[src/rtl/gen_sync_fifo.sv]
`default_nettype none
// +--------------------------------------------------------------------------+
// | gen_sync_fifo : single-clock valid/ready FIFO, first-word fall-through    |
// | Revision      : 1.0                                                      |
// +--------------------------------------------------------------------------+
module gen_sync_fifo #(
  parameter int            DW       = 32,
  parameter int            AW       = 2,
  parameter logic [DW-1:0] rstValue = {DW{1'b0}}
) (
  input  logic          CLK,
  input  logic          RST,
  input  logic          flush,
  input  logic          enq_valid,
  output logic          enq_ready,
  input  logic [DW-1:0] enq_bits,
  output logic          deq_valid,
  input  logic          deq_ready,
  output logic [DW-1:0] deq_bits,
  output logic [AW:0]   count
);

  localparam int        DEPTH   = 1 << AW;
  localparam logic [AW:0] C_FULL  = {1'b1, {AW{1'b0}}};
  localparam logic [AW:0] C_EMPTY = '0;

  logic [DW-1:0] mem_q [DEPTH];
  logic [DW-1:0] mem_d [DEPTH];
  logic [AW-1:0] wr_ptr_q, wr_ptr_d;
  logic [AW-1:0] rd_ptr_q, rd_ptr_d;
  logic [AW:0]   count_q, count_d;
  logic          w_enq_fire;
  logic          w_deq_fire;

  // Readiness depends only on registered occupancy, so deq_ready never
  // reaches enq_ready combinationally.
  assign enq_ready  = (count_q != C_FULL) & ~RST;
  assign deq_valid  = (count_q != C_EMPTY) & ~RST;
  assign deq_bits   = (count_q != C_EMPTY) ? mem_q[rd_ptr_q] : rstValue;
  assign count      = count_q;
  assign w_enq_fire = enq_valid & enq_ready;
  assign w_deq_fire = deq_valid & deq_ready;

  always_comb begin
    mem_d    = mem_q;
    wr_ptr_d = wr_ptr_q;
    rd_ptr_d = rd_ptr_q;
    count_d  = count_q;
    if (flush) begin
      wr_ptr_d = '0;
      rd_ptr_d = '0;
      count_d  = '0;
    end else begin
      if (w_enq_fire) begin
        mem_d[wr_ptr_q] = enq_bits;
        wr_ptr_d        = wr_ptr_q + 1'b1;
      end
      if (w_deq_fire) begin
        rd_ptr_d = rd_ptr_q + 1'b1;
      end
      case ({w_enq_fire, w_deq_fire})
        2'b10:   count_d = count_q + 1'b1;
        2'b01:   count_d = count_q - 1'b1;
        default: count_d = count_q;
      endcase
    end
  end

  always_ff @(posedge CLK) begin
    if (RST) begin
      wr_ptr_q <= '0;
      rd_ptr_q <= '0;
      count_q  <= '0;
    end else begin
      wr_ptr_q <= wr_ptr_d;
      rd_ptr_q <= rd_ptr_d;
      count_q  <= count_d;
    end
  end

  // Storage carries no reset; stale entries are hidden by count.
  always_ff @(posedge CLK) begin
    mem_q <= mem_d;
  end

endmodule
`default_nettype wire
[config.mk]
export PLATFORM = sky130hd
export DESIGN_NAME = gen_sync_fifo
export DESIGN_NICKNAME = d
export VERILOG_FILES = /design/src/rtl/gen_sync_fifo.sv
export SDC_FILE = /design/constraint.sdc
export NUM_CORES = 1
export LEC_CHECK = 0
export ABC_AREA = 1
export CORE_ASPECT_RATIO = 1.1
export CORE_MARGIN = 8
export CORE_UTILIZATION = 47
export CTS_BUF_LIST = sky130_fd_sc_hd__clkbuf_16
export DETAILED_ROUTE_END_ITERATION = 7
export GPL_TIMING_DRIVEN = 0
export PLACE_DENSITY = 0.73
export SKIP_LAST_GASP = 1
export SLEW_MARGIN = 20
export SYNTH_ARGS = -nofsm -noshare
export SYNTH_HDL_FRONTEND = slang
export SYNTH_SLANG_ARGS = --single-unit
export TNS_END_PERCENT = 50
[constraint.sdc]
create_clock -name CLK -period 2.8 [get_ports CLK]
set_input_delay 0.84 -clock CLK [delete_from_list [all_inputs] [get_ports CLK]]
set_output_delay 0.84 -clock CLK [all_outputs]
set_load 0.05 [all_outputs]
==> results of run 1 <==
layout make-up:
class	count	area [um^2]
clock buffer	17	425
tap	150	188
timing repair buffer	74	629
sequential	135	3980
buffer	24	173
clock inverter	14	95.1
fill	943	4550
multi-input combinational	270	1260
inverter	22	82.6
worst paths after layout:
path	slack (ns)	cells after the start	endpoint	from
worst min-delay path	0.57	2	count[0]$_SDFFE_PP0P_	count[0]$_SDFFE_PP0P_
worst max register to register	0.50	4	mem_q[27]$_DFFE_PP_	count[1]$_SDFFE_PP0P_
worst max-delay path	0.03	7	deq_bits[29]	rd_ptr_q[0]$_SDFFE_PP0P_
worst min register to register	0.57	2	count[0]$_SDFFE_PP0P_	count[0]$_SDFFE_PP0P_
state kept, by name, summed over array words and instances, names as in the netlist:
name      cells
mem_q       128
rd_ptr_q      2
wr_ptr_q      2
count         3
power breakdown:
group / total, mW / switching, mW / internal, mW
logic: 0.303 / 0.203 / 0.100
clock network: 1.95 / 0.765 / 1.19
registers: 2.24 / 0.00730 / 2.23
cells by family (layout without fill, tap and decap cells):
group	after synthesis	after routing	synth area share (%)
fa+ha+maj	6	6	1.52
flops	135	135	73.4
simple gates	162	162	11.5
buf+inv	46	151	4.19
compound gates	102	102	9.40
Yosys cell counts:
| master | n |
|---|---|
| nand2_1 | 14 |
| buf_6 | 3 |
| edfxtp_1 | 128 |
| buf_2 | 13 |
| inv_1 | 20 |
| ha_1 | 5 |
| inv_2 | 2 |
| fa_1 | 1 |
| clkbuf_2 | 4 |
| nor2_1 | 140 |
| nand3_1 | 4 |
| clkbuf_1 | 1 |
| nand3b_1 | 1 |
| buf_4 | 3 |
| dfxtp_1 | 7 |
| nand4_1 | 3 |
| a21oi_1 | 36 |
| o21ai_0 | 22 |
| o21ai_1 | 44 |
timing repair:
action                     CTS  global route
pin swaps                    0             1
resized for setup          139            62
hold endpoints to repair     0             0
setup endpoints to repair   34           108
through the flow:
step	setup slack (ns)	cell area, um^2	hold slack [ns]	total power, mW
floorplan	0.00422	5460	0.531	2.45
global placement	-0.353	6380	0.533	2.59
detailed placement	-0.393	6380	0.555	2.60
CTS	-0.0437	6850	0.565	4.53
global route	-0.0488	6840	0.628	4.62
finish	0.0292	6840	0.571	4.50
worst register-to-register path: cells and delay by family, from the launching register on:
family | cells | cell delay (ns)
flip-flops | 1 | 0.40
AND/OR/NAND/NOR | 3 | 1.34
AO/OA/AOI/OAI | 1 | 0.14
metal layers:
layer  vias to the layer above  global-route usage (%)  part of all wire [%]
li1                       1763                       -                     -
met1                      1814                    19.8                    43
met2                        98                    29.7                    51
met3                        10                    4.34                   5.3
met4                         0                    7.22                   1.1
met5                         -                       0                     0
==> results.yml, run 1 <==
floorplan:
  core_um2: 11400
  std_cell_rows: 41
  ios: 74
  die_w_um: 118
  die_y_um: 129
  start_util_pct: 47.7
  dieArea_um2: 15300
detailed_routing:
  viasPerCell: 5.22
  drt_iter0_markers: 284
  wire_per_inst_um: 18.1
  ant_nets: 0
  drc: 0
  first_pass_iters: 5
  vias: 3685
  drt-total-wl_um: 12800
worst_setup_path:
  cpMaxStageDelayCell: "dfxtp_1"
  crit_path_max_incr_delay_ns: 0.40
  cp_top_family: "buffers and inverters"
  crit_fanout: 10
  crit_top_cell: "nor2_1"
  crit_chain: "buf_6 > buf_4 > nor2_1 > nor2_1 > o21ai_1 > a21oi_1 > clkdlybuf4s18_2"
  critPathCaptureType: "output port"
  worstSetupPathType: "reg2out"
  cp_data_required_time_ns: 1.96
  cp_num_buf_inv: 3
  worstPathArrival_ns: 1.93
  cp-start-kind: "flop"
layout:
  stdcell_count: 706
  final_util_pct: 60.0
  layout_commonest_cell: "nor2_1"
  antenna_cells: 0
  syn_to_final_growth_pct: 25.9
  mostFrequentLayoutCells: "nor2_1 (134), edfxtp_1 (128), o21ai_1 (44), clkdlybuf4s50_1 (39), a21oi_1 (34)"
  final_nets: 587
  drive_gt1_share_pct: 17.4
pwr:
  max-vdd-ir-drop_v: 0.000417
  p_per_area_nw_per_um2: 658
  leakagePower_nw: 2.50
clock_network:
  clkSinkCount: 135
  cts_buffers: 17
  cts_root_buf: "clkbuf_16"
  htree_num_levels: 4
  cts_tree: "built"
  hold_buffers: 0
  cts_buffer_depth: 2
  worst_skew_pair.late_latency_ns: 0.40
  clk_pin_slew_ns: 0.05
  post_cts_buffers: 0
synth:
  synth_seq_cells: 135
  ys_top_cells_by_area: "edfxtp_1 (71%), nor2_1 (9.7%), o21ai_1 (4.1%)"
  synth_nets: 494
  ys_types: 19
  synth_top_area_share_pct: 70.8
  ys_seq_area_share_pct: 73.4
  ys_warn_count: 0
  synth_largest_area_cell: "edfxtp_1"
  avgSynthCellArea_um2: 12.0
  netlist_instances: 451
  synth_area_um2: 5430
timing:
  layout_min_cycle_time_ns: 2.77
  finalCritPeriodShare_pct: 99.0
  tightest_slew_ns: 1.08
  fmax_mhz: 361
  finalSetupViolations: 0
  finalHoldViolations: 0
  fin_skew_ns: 0.00520
  setup_tns_ns: 0
  drv_slew: 0
  slew_headroom_pct: 27.7
  rsz0062_at_grt: "true"
global_routing:
  grt_first_pass_wirelength_um: 20000
  grt_pass1_vias: 3934
  grt_usage_pct: 17.1
  antenna_found_initial: 0
  grt_max_degree: 33
  grt-ovfl-total: 0
outcome:
  outcome: "completed"
placed_design:
  numPlacedInstances: 674
  dpl.hpwl_um: 7720
  place_congestion: 0.748
  place.port_buffers: 73
job:
  max_cap_violations: 0
worst_hold_path:
  hp-class: "reg2reg"
Power figures use the tool's default switching activity.
==> run 2: changes to the inputs <==
- CAP_MARGIN: unset -> 0
==> results of run 2 <==
Final layout, timing and power as in run 1 (identical DEF).
==> run 3: changes to the inputs <==
==> constraint.sdc (replaced) <==
create_clock -name CLK -period 2.8 [get_ports CLK]
set_input_delay 0.56 -clock CLK [delete_from_list [all_inputs] [get_ports CLK]]
set_output_delay 0.56 -clock CLK [all_outputs]
set_load 0.05 [all_outputs]
==> results.yml, run 3 (synthesis gave the netlist of run 1 again) <==
global_routing:
  antenna_found_initial: 0
  use_met1_pct: 19.7
  grt_usage_pct: 17.0
  grt_max_degree: 33
  grt_first_pass_wirelength_um: 20000
  grt_use_met3_pct: 4.51
  grt_pass1_vias: 3940
  grt-ovfl-total: 0
  top_usage_layer: "met2"
  met2_usage_pct: 29.6
detailed_routing:
  drt_iter0_markers: 253
  first_pass_iters: 7
  drt-total-wl_um: 12700
  vias: 3715
  viasPerCell: 5.26
  wire_per_inst_um: 18.0
  drc: 0
  ant_nets: 0
floorplan:
  ios: 74
  dieArea_um2: 15300
  std_cell_rows: 41
  start_util_pct: 47.7
  die_w_um: 118
  die_y_um: 129
  core_um2: 11400
layout:
  drive_gt1_share_pct: 10.4
  regMostFlops: "mem_q"
  final_util_pct: 61.0
  largest_reg_flops: 128
  syn_to_final_growth_pct: 28.0
  antenna_cells: 0
  final_nets: 587
  layout_commonest_cell: "nor2_1"
  stdcell_count: 706
  mostFrequentLayoutCells: "nor2_1 (136), edfxtp_1 (128), o21ai_1 (44), clkdlybuf4s50_1 (41), a21oi_1 (35)"
clock_network:
  clkSinkCount: 135
  cts_buffers: 17
  htree_num_levels: 4
  cts_root_buf: "clkbuf_16"
  cts_buffer_depth: 2
  cts_tree: "built"
  clk_pin_slew_ns: 0.05
  worst_skew_pair.late_latency_ns: 0.40
worst_hold_path:
  hp-class: "reg2reg"
timing:
  slew_headroom_pct: 27.8
  drv_slew: 0
  fin_skew_ns: 0.00583
  finalSetupViolations: 1
  finalCritPeriodShare_pct: 106
  fmax_mhz: 337
  timing.hold.ws_ns: 0.558
  layout_min_cycle_time_ns: 2.97
  fin_ws_ns: -0.170
  finalHoldViolations: 0
  tightest_slew_ns: 1.08
  rsz0062_at_grt: "true"
  setup_tns_ns: -0.170
placed_design:
  numPlacedInstances: 674
  pre_cts_slack_ns: -0.113
  place.port_buffers: 73
  dpl.hpwl_um: 7720
  place_congestion: 0.748
pwr:
  max-vdd-ir-drop_v: 0.000443
  leakagePower_nw: 2.78
  p_per_area_nw_per_um2: 647
worst_setup_path:
  cp-start-kind: "flop"
  cp_data_required_time_ns: 2.24
  worstSetupPathType: "reg2out"
  crit_fanout: 10
  critPathCaptureType: "output port"
  worstPathArrival_ns: 2.41
job:
  max_cap_violations: 0
outcome:
  outcome: "finished, violations left"
  violations: "setup timing"
## run 3: cell type report
cell class	instances	area, um^2
Clock inverter	14	95.1
Inverter	22	82.6
Multi-Input combinational cell	270	1250
Tap cell	150	188
Timing Repair Buffer	74	778
Sequential cell	135	3980
Clock buffer	17	425
Buffer	24	145
Fill cell	926	4440
## run 3: repair_timing
action | in CTS | in global routing
hold buffers | 0 | 0
resized for setup | 16 | 16
buffers inserted | 0 | 0
endpoints found under the setup margin | 33 | 33
## run 3: path summary, 6_finish.rpt
kind	startpoint	end	slack, ns	depth (start not counted)
min	count[0]$_SDFFE_PP0P_	count[0]$_SDFFE_PP0P_	0.56	2
max	count[1]$_SDFFE_PP0P_	deq_bits[0]	-0.17	6
max reg2reg	count[1]$_SDFFE_PP0P_	mem_q[27]$_DFFE_PP_	0.49	4
min reg2reg	count[0]$_SDFFE_PP0P_	count[0]$_SDFFE_PP0P_	0.56	2
## run 3: power breakdown
part | total [mW] | leakage (nW) | switching (mW) | internal [mW]
registers | 2.24 | 1.21 | 0.00699 | 2.23
logic | 0.306 | 1.30 | 0.201 | 0.105
clock network | 1.95 | 0.265 | 0.762 | 1.19
## run 3: routing by layer
| layer | wire, um | part of all wire, % |
|---|---|---|
| met5 | 0 | 0 |
| met4 | 140 | 1.1 |
| met3 | 833 | 6.6 |
| met1 | 5170 | 41 |
| met2 | 6530 | 51 |
## run 3: per-stage QoR
stage / power [mW] / area, um^2
final: 4.50 / 6950
after global routing: 4.63 / 6950
after CTS: 4.53 / 6880
after detailed placement: 2.60 / 6380
after global placement: 2.59 / 6380
after floorplan: 2.45 / 5460
## run 3: worst max-delay path, stage by stage (launching register included)
cell             delay [ns]
dfxtp_1                0.34
nor2_1                 0.21
nand2_1                0.15
inv_1                  0.22
buf_2                  0.31
a21oi_1                0.07
clkdlybuf4s50_1        0.71
